### config.mk
export PLATFORM = sky130hd
export DESIGN_NAME = instr_mem
export DESIGN_NICKNAME = d
export VERILOG_FILES = /design/src/rtl/instr_mem_pkg.sv /design/src/rtl/instr_mem.sv
export SDC_FILE = /design/constraint.sdc
export NUM_CORES = 1
export LEC_CHECK = 0
export ABC_AREA = 0
export BUFFER_PORTS_ARGS = -buffer_cell sky130_fd_sc_hd__buf_2
export CORE_MARGIN = 8
export CORE_UTILIZATION = 34
export CTS_CLUSTER_DIAMETER = 40
export CTS_CLUSTER_SIZE = 20
export DETAILED_ROUTE_END_ITERATION = 12
export PLACE_DENSITY_LB_ADDON = 0.05
export SYNTH_ARGS = -nofsm -noshare
export SYNTH_HDL_FRONTEND = slang
export SYNTH_SLANG_ARGS = --single-unit
### constraint.sdc
create_clock -name CLK -period 1.4 [get_ports CLK]
set_clock_uncertainty 0.1 [all_clocks]
set_input_delay 0.07 -clock CLK [delete_from_list [all_inputs] [get_ports CLK]]
set_output_delay 0.07 -clock CLK [all_outputs]
set_load 0.01 [all_outputs]
### src/rtl/instr_mem_pkg.sv
// rtl/instr_mem_pkg.sv - shared constants and boot program image for instr_mem
package instr_mem_pkg;

  localparam logic [31:0] NOP_WORD_DEFAULT    = 32'h0000_0013;
  localparam int          DEPTH_WORDS_DEFAULT = 64;

  function automatic logic [31:0] image_word(input int unsigned idx,
                                             input logic [31:0] nop);
    case (idx)
      0:       return 32'h0020_81B3;
      1:       return 32'h4011_8233;
      2:       return 32'h0022_72B3;
      3:       return 32'h0032_E333;
      default: return nop;
    endcase
  endfunction

  // Little-endian: byte 0 of a word is its least significant byte.
  function automatic logic [7:0] image_byte(input int unsigned byte_idx,
                                            input logic [31:0] nop);
    logic [31:0] w;
    w = image_word(byte_idx >> 2, nop);
    return w[8*(byte_idx % 4) +: 8];
  endfunction

endpackage

### src/rtl/instr_mem.sv
// rtl/instr_mem.sv - read-only byte-addressed instruction memory, one-cycle fetch
module instr_mem
  import instr_mem_pkg::*;
#(
  parameter int          DEPTH_WORDS = DEPTH_WORDS_DEFAULT,
  parameter logic [31:0] NOP_WORD    = NOP_WORD_DEFAULT
) (
  input  logic        CLK,
  input  logic        RESET,
  input  logic [31:0] PC,
  output logic [31:0] INST_CODE,
  output logic        ADDR_ERR
);

  localparam int BYTES = 4 * DEPTH_WORDS;
  localparam int AW    = $clog2(BYTES);

  logic [7:0]    mem [BYTES];
  logic          fetch_err;
  logic [31:0]   fetch_word;
  logic [AW-3:0] word_sel;

  // Full 32-bit compare so large PCs never alias back into the array.
  always_comb begin
    fetch_err  = (PC[1:0] != 2'b00) || (PC >= 32'(BYTES));
    word_sel   = PC[AW-1:2];
    fetch_word = NOP_WORD;
    if (!fetch_err) begin
      fetch_word = {mem[{word_sel, 2'b11}], mem[{word_sel, 2'b10}],
                    mem[{word_sel, 2'b01}], mem[{word_sel, 2'b00}]};
    end
  end

  always_ff @(posedge CLK) begin
    if (RESET) begin
      for (int i = 0; i < BYTES; i++) begin
        mem[i] <= image_byte(i, NOP_WORD);
      end
      INST_CODE <= NOP_WORD;
      ADDR_ERR  <= 1'b0;
    end else begin
      INST_CODE <= fetch_word;
      ADDR_ERR  <= fetch_err;
    end
  end

endmodule

==> impl_metrics.yaml <==
yosys:
  synth_top_family_by_area: "simple AND/OR/NAND/NOR gates"
  yosysWarnings: 0
  synth_compound_area_share_pct: 1.524
  ys_ff_latch: 11
  syn_area_sq_um: 656.9
  synth_mux_area_share_pct: 0
  synthSimpleGateAreaFrac_pct: 29.33
  synthTopCellsByArea: "dfxtp_1 (34%), buf_4 (25%), nor4_2 (13%), nor4_1 (6.7%), ha_1 (5.7%)"
  syn_avg_cell_area_sq_um: 9.804
  synth_xor_area_share_pct: 0
  synth_top_area_cell: "dfxtp_1"
  syn_inst: 67
  synth_top_cell_area_share_pct: 33.52
  ys_types: 16
  synth_fa_ha_area_share_pct: 5.714
  synth_seq_area_share_pct: 33.52
timing:
  finalSetupTns_ns: 0
  drv_slew: 0
  max_freq_mhz: 763.4
  postLayoutSetupSlackWorst_ns: 0.09003
  hold_viol: 0
  rsz0062_at_grt: "false"
  fin_hold_ws_ns: 0.1543
  min_period_ns: 1.310
  min_period_over_period_pct: 93.57
  finalSetupViolations: 0
die:
  io_pins: 67
  chipHeight_microns: 59.96
  die_w_microns: 59.96
  initial_utilization_pct: 34.91
  die_area_sq_mm: 0.003595
  num_rows: 16
  core_area_sq_mm: 0.001882
final_layout:
  drive_gt1_share_pct: 52.59
  nNetsFinal: 154
  area_growth_pct: 34.29
  num_antenna_cells: 0
  utilization_pct: 46.88
power:
  powerDensity_mw_per_mm2: 711.5
  vdd_drop_max_v: 0.0002942
  leakage_nw: 0.4586
route:
  dr.pass1.iters: 4
  drc_errors: 0
  wl_microns: 1584
  routedWlPerCell_microns: 11.08
  drtIter0Drc: 3
  viasPerCell: 4.056
  vias: 580
  ant_nets: 0
critical_path:
  startpoint: "PC[2]"
  cp_num_cells: 5
  required_ns: 1.48
  critical_path_class: "input port to flip-flop"
  arrival_ns: 1.39
  cp_num_buf_inv: 3
  cp_cell_sequence: "dlygate4sd3_1 > buf_2 > inv_1 > ha_1 > nor4_2"
  critPathSlowestCell: "dlygate4sd3_1"
  slowest_delay_ns: 0.53
  cp_max_fo: 4
  crit_family: "buffers and inverters"
  startpoint_type: "input port"
  end_kind: "flip-flop"
  setup.worst_path.end: "INST_CODE[8]"
min_path:
  min_path_type: "input port to flip-flop"
clock_tree:
  cts_max_level: 1
  clockBufferDepth: 2
  root_buffer: "clkbuf_4"
  cts.clk_slew.worst_paths_ns: 0.07
  cts_buffers: 3
  cts_sinks: 11
  cts_tree: "yes"
global_route:
  grt_pass1_wl_microns: 2477
  overflow: 0
  antenna_found_initial: 0
  grt_pass1_vias: 626
  grt_max_degree: 12
  grt_usage_pct: 9.063
placed_design:
  gp_congestion: 0.7162
  place_ws_ns: 0.1307
  detailed_place_hpwl_microns: 1354
  io_buffers: 47
outcome:
  status: "completed"
run:
  cap_viol_max_count: 0
-- final cells by class --
cell class              count  area, sq um
multi-input cells          47        314.1
inverters                   2        7.507
clock buffers               4        26.28
fillers                   207        999.7
flip-flops and latches     11        220.2
well taps                  27        33.78
repair buffers             52        280.3
-- power by group --
part / total, mW / switching, mW / internal [mW]
Clock: 0.211 / 0.101 / 0.110
Sequential: 0.315 / 0.000432 / 0.314
Combinational: 0.102 / 0.0548 / 0.0470
-- worst min path at each step --
stage          startpoint             to  slack [ns]  cells after the start
2_1_floorplan       PC[2]   INST_CODE[7]        0.04                      1
3_3_place_gp        PC[2]   INST_CODE[7]        0.21                      2
3_5_place_dp        PC[2]   INST_CODE[7]        0.20                      2
4_1_cts            PC[12]  INST_CODE[12]        0.18                      5
5_1_grt             PC[5]   INST_CODE[9]        0.18                      4
6_report            PC[4]   INST_CODE[9]        0.15                      4
-- cell usage after synthesis (all sizes together) --
cell type	number
buf	24
nor4	15
dfxtp	11
ha	3
nand2	3
conb	2
inv	2
nor2	2
nor3	2
nand3	1
nand4	1
o21ba	1
-- sequential cells by signal (all words and copies together), names as in the netlist --
name	cells
INST_CODE	10
ADDR_ERR	1
-- through the flow --
stage / instance area [sq um] / total power, mW / cells
2_1_floorplan: 720.7 / 0.4036 / 84
3_3_place_gp: 823.3 / 0.4140 / 136
3_5_place_dp: 823.3 / 0.4145 / 136
4_1_cts: 879.6 / 0.6329 / 143
5_1_grt: 882.1 / 0.6644 / 143
6_report: 882.1 / 0.6276 / 143
-- cell usage in the layout (no fill, tap or decap) --
cell type,count
buf_2,47
buf_4,2
clkbuf_1,1
clkbuf_4,3
conb_1,19
dfxtp_1,11
dlygate4sd3_1,3
ha_1,3
inv_1,2
nand2_1,2
nand2_2,1
nand3_1,1
nand4_1,1
nor2_1,2
nor3_1,2
nor4_1,7
nor4_2,7
nor4_4,1
o21ba_1,1
-- routing by layer --
metal  vias up  part of all wire (%)  track usage [%]
met5         -                     0                0
met4         0                   2.0            5.782
met3         4                   6.7            2.796
met2        34                    53            16.00
met1       249                    39            8.924
li1        293                     -                -
-- kinds of logic after synthesis --
family | after synthesis
adder cells (fa/ha/maj) | 3
buffers and inverters | 26
other | 2
flip-flops | 11
AND/OR/NAND/NOR | 24
AO/OA/AOI/OAI | 1
-- repair_timing --
action,4_1_cts,5_1_grt
endpoints found under the hold margin,4,0
hold buffers,3,0
endpoints found under the setup margin,0,1
resized for setup,0,1
buffers inserted,0,0
Power figures use the tool's default switching activity.
